===== src/rtl/state_word_reader.sv =====
// Snapshots a 320-bit ASCON state on start_i and streams a clamped, contiguous
// run of its 64-bit words (x0..x4) out over a valid/ready handshake.
module state_word_reader #(
  parameter int WORD_W   = 64,
  parameter int NB_WORDS = 5
) (
  input  logic                       clock_i,
  input  logic                       reset_i,
  input  logic                       start_i,
  input  logic [2:0]                 first_i,
  input  logic [2:0]                 count_i,
  input  logic [NB_WORDS*WORD_W-1:0] state_i,
  input  logic                       ready_i,
  output logic [WORD_W-1:0]          word_o,
  output logic [2:0]                 index_o,
  output logic                       valid_o,
  output logic                       busy_o,
  output logic                       done_o
);

  // Handshake: a word transfers on every rising edge where valid_o and ready_i
  // are both high; while ready_i is low, word_o/index_o/valid_o hold unchanged.

  typedef enum logic [1:0] {IDLE, SEND, DONE} state_t;

  localparam logic [2:0] NB3      = 3'(NB_WORDS);
  localparam logic [2:0] LAST_IDX = 3'(NB_WORDS - 1);

  state_t            state_q;
  logic [WORD_W-1:0] snap_q   [NB_WORDS];
  logic [WORD_W-1:0] in_words [NB_WORDS];
  logic [2:0]        rem_q;
  logic [2:0]        avail;
  logic [2:0]        eff_count;

  always_comb begin
    for (int i = 0; i < NB_WORDS; i++) begin
      in_words[i] = state_i[i*WORD_W +: WORD_W];
    end
    avail     = (first_i > LAST_IDX) ? 3'd0 : (NB3 - first_i);
    eff_count = (count_i < avail) ? count_i : avail;
  end

  always_ff @(posedge clock_i) begin
    if (reset_i) begin
      state_q <= IDLE;
      for (int i = 0; i < NB_WORDS; i++) begin
        snap_q[i] <= '0;
      end
      rem_q   <= 3'd0;
      word_o  <= '0;
      index_o <= 3'd0;
      valid_o <= 1'b0;
      busy_o  <= 1'b0;
      done_o  <= 1'b0;
    end else begin
      case (state_q)
        IDLE: begin
          valid_o <= 1'b0;
          done_o  <= 1'b0;
          busy_o  <= 1'b0;
          if (start_i) begin
            for (int i = 0; i < NB_WORDS; i++) begin
              snap_q[i] <= in_words[i];
            end
            busy_o <= 1'b1;
            if (eff_count == 3'd0) begin
              state_q <= DONE;
              done_o  <= 1'b1;
            end else begin
              // First word comes straight from the input so valid_o can rise next cycle.
              state_q <= SEND;
              word_o  <= in_words[first_i];
              index_o <= first_i;
              rem_q   <= eff_count;
              valid_o <= 1'b1;
            end
          end
        end
        SEND: begin
          if (ready_i) begin
            if (rem_q > 3'd1) begin
              index_o <= index_o + 3'd1;
              word_o  <= snap_q[index_o + 3'd1];
              rem_q   <= rem_q - 3'd1;
            end else begin
              state_q <= DONE;
              valid_o <= 1'b0;
              done_o  <= 1'b1;
            end
          end
        end
        DONE: begin
          state_q <= IDLE;
          done_o  <= 1'b0;
          busy_o  <= 1'b0;
        end
        default: begin
          state_q <= IDLE;
          valid_o <= 1'b0;
          done_o  <= 1'b0;
          busy_o  <= 1'b0;
        end
      endcase
    end
  end

endmodule

===== config.mk =====
export PLATFORM = sky130hd
export DESIGN_NAME = state_word_reader
export DESIGN_NICKNAME = d
export VERILOG_FILES = /design/src/rtl/state_word_reader.sv
export SDC_FILE = /design/constraint.sdc
export NUM_CORES = 1
export LEC_CHECK = 0
export BUFFER_PORTS_ARGS = -buffer_cell sky130_fd_sc_hd__clkbuf_2
export CAP_MARGIN = 10
export CORE_MARGIN = 1
export CORE_UTILIZATION = 60
export DETAILED_ROUTE_END_ITERATION = 7
export GPL_TIMING_DRIVEN = 0
export PLACE_DENSITY = 0.92
export REMOVE_ABC_BUFFERS = 1
export SYNTH_ARGS = -nofsm -noshare
export SYNTH_HDL_FRONTEND = slang
export SYNTH_SLANG_ARGS = --single-unit

===== constraint.sdc =====
create_clock -name clock_i -period 53.7 [get_ports clock_i]
set_input_delay 10.74 -clock clock_i [delete_from_list [all_inputs] [get_ports clock_i]]
set_output_delay 10.74 -clock clock_i [all_outputs]
set_load 0.03 [all_outputs]

==> results.toml <==
[synthesis]
yosys.area.top_type_share_pct = 47.2
muxShareOfSynthArea_pct = 13.5
synth_seq_cells = 395
avgSynthCellArea_sq_um = 11.8
postSynth.asyncResetShare_pct = 0
synth.largest_area_cell = "edfxtp_1"
ys.flop_type = "edfxtp_1"
yosys.area_share.simple_pct = 17.5
ys_types = 54
yosys_warnings = 0
synth_top_family_by_area = "simple AND/OR/NAND/NOR gates"
synth_edf_count = 320
synth-compound-area-share_pct = 10.4
synthAdderAreaFrac_pct = 0.307
synth_cells = 1732
synth-xor-area-share_pct = 0.0860
synthesis.area_sq_mm = 0.0204
yosysSeqAreaShare_pct = 54.6
ys_top_cells_by_count = "and2_1, edfxtp_1, nand2_1"
ys_top_cells_by_area = "edfxtp_1, and2_1, dfxtp_1"

[route]
wl_per_cell_microns = 24.2
drtPass1Iterations = 5
ant_nets = 0
vias = 16500
via_per_inst = 6.47
drt_wl_total_mm = 61.7
remaining_drc_errors = 0
first_iter_violations = 1437

[timing]
fmax_mhz = 67.9
final-setup-viol-count = 0
fin_crit_sh_pct = 27.4
fin_ws_ns = 38.98
fin_worst_skew_ns = 0.0158
post-route-min-period_ns = 14.72
finalMaxSlewViolations = 0
rsz0062_at_grt = "no"
slew_headroom_pct = 32.3
tns_ns = 0
tightest_slew_ns = 1.01
final_hold_viol_count = 0

[cts]
clk_pin_slew_worst_paths_ns = 0.06
clockBufferDepth = 3
worstSkewPairLatency_ns = 0.53
cts_made_buffers = 43
post_cts_resized = 0
cts_max_level = 2
post_cts_buffers = 0
cts_tree = "done"
cts_hold_buf = 0
clock-sinks = 395
cts-root-buf = "clkbuf_16"

[final_layout]
fin_cells = 2553
layout.nets = 2402
layout.area.seq_sq_mm = 0.0111
multi_input_area_sq_mm = 0.00859
drive_gt1_share_pct = 30.4
syn_to_final_growth_pct = 21.1
fillers = 2022

[floorplan]
die_w_microns = 186
start_util_pct = 60.9
chipHeight_microns = 186
num_io_pins = 400
die-area_sq_mm = 0.0347
num_rows = 67
coreArea_sq_mm = 0.0334

[setup_path]
crit_top_cell = "buf_16"
crit_type = "primary input to flip-flop"
critPathBufInv = 5
required_ns = 54.07
cp-end-kind = "flip-flop"
path_delay_family = "buffers and inverters"
worstPathMaxFanout = 74
worstSetupStartpointType = "primary input"
cp_slowest_stage_delay_ns = 0.75
cp_slowest_cell = "nor2_4"
worstPathCellList = "clkbuf_8 -> buf_16 -> nor2b_4 -> buf_16 -> inv_1 -> ha_1 -> nand2_1 -> o211ai_2 -> o2111ai_4 -> o21a_4 -> nor2_4 -> buf_12 -> o21ai_0"
arrival_ns = 15.09

[grt]
grt_usage_pct = 35.1
grt_pass1_wl_mm = 91.0
grt_max_degree = 77
grt_antenna_before_repair = 5
grt_overflow_total = 0
grt_pass1_vias = 16800

[run]
drv_cap = 0

[placed_design]
gp_congestion = 0.810
place_ws_ns = 38.53
dp.final_hpwl_mm = 39.1
dp_cells = 2470
portBuffers = 399

[pwr]
power.density_mw_per_mm2 = 35.2
ir_worst_vdd_v = 0.0000254
p_leak_nw = 10.3

[min_path]
min_path_type = "flip-flop to flip-flop"

[status]
run_status = "finished clean"
-- report_power, final --
part,internal (mW),switching (mW)
Clock,0.172,0.121
Sequential,0.369,0.0147
Combinational,0.0772,0.113
Total,0.618,0.249
-- registers in the layout (all words and copies together), names as in the netlist --
signal and flops:
rem_q 3, state_q 2, done_o 1, snap_q 320, valid_o 1, index_o 3, word_o 64, busy_o 1
-- metrics by stage --
stage	instance area, sq um	util, %	hold slack, ns	power (mW)
finish	24700	73.8	0.461	0.867
global route	24700	73.7	0.484	0.895
CTS	24700	73.7	0.466	0.866
detailed placement	23300	69.5	0.458	0.575
global placement	22200	66.3	0.446	0.586
floorplan	19600	-	0.463	0.516
-- worst reg2reg max path: stages (launching register included) --
cell and delay, ns:
dfxtp_1 0.45, nand2b_1 0.31, nor3_2 0.74, buf_6 0.25
buf_6 0.18, buf_6 0.18, buf_6 0.19, buf_6 0.21
buf_6 0.18, buf_6 0.16, and2_1 0.16
-- area by class of cell --
cell class,count,area share [%]
well taps,448,2.27
diodes,4,0.0406
flip-flops and latches,395,45.1
repair buffers,450,12.0
clock inverters,16,0.451
clock buffers,63,5.24
multi-input cells,1172,34.8
inverters,5,0.0964
-- path summary, 6_finish.rpt --
path,from,end,slack [ns],cells past startpoint
setup / recovery,first_i[1],word_o[61]$_SDFFE_PP0P_,38.98,13
hold / removal,word_o[55]$_SDFFE_PP0P_,word_o[55]$_SDFFE_PP0P_,0.46,2
setup reg to reg,state_q[0]$_SDFFE_PP0P_,snap_q[0][28]$_SDFFCE_PN0P_,50.54,10
hold reg to reg,word_o[55]$_SDFFE_PP0P_,word_o[55]$_SDFFE_PP0P_,0.46,2
-- layout by cell type, fill, tap and decap left out, types with 2 or more instances in the layout --
cell type	netlist	layout
clkbuf_2	3	396
and2_1	320	320
edfxtp_1	320	320
nand2_1	201	201
mux2i_1	129	129
a21oi_1	74	74
dfxtp_1	75	74
nor2_1	71	71
nand4_1	65	65
mux4_2	64	64
o221ai_1	64	64
o211ai_1	64	64
clkbuf_16	0	45
o21ai_2	30	30
o21ai_0	21	20
o21ai_1	20	20
buf_12	3	16
buf_6	1	15
buf_16	0	14
clkbuf_8	0	12
clkinv_2	0	10
clkbuf_1	106	8
diode_2	0	4
nor3_1	5	4
nor2b_1	5	4
inv_1	4	4
ha_1	5	4
buf_8	0	4
nor3b_1	2	2
o32ai_2	2	2
a22oi_1	2	2
o21ai_4	1	2
a21oi_4	2	2
nand2b_4	0	2
clkinvlp_4	0	2
clkinv_1	0	2
buf_4	8	2
-- cells by family after synthesis --
kind of cell | after synthesis
AND/OR/NAND/NOR | 677
flip-flops | 395
AO/OA/AOI/OAI | 294
multiplexers | 194
buffers and inverters | 165
adder cells (fa/ha/maj) | 5
XOR/XNOR | 2
-- metal layers --
| metal | share of wire (%) | track usage, % |
|---|---|---|
| met5 | 0.094 | 1.00 |
| met4 | 6.5 | 22.3 |
| met3 | 12 | 10.8 |
| met2 | 48 | 57.1 |
| met1 | 34 | 40.5 |
No activity file was read; power rests on OpenSTA's default activity.
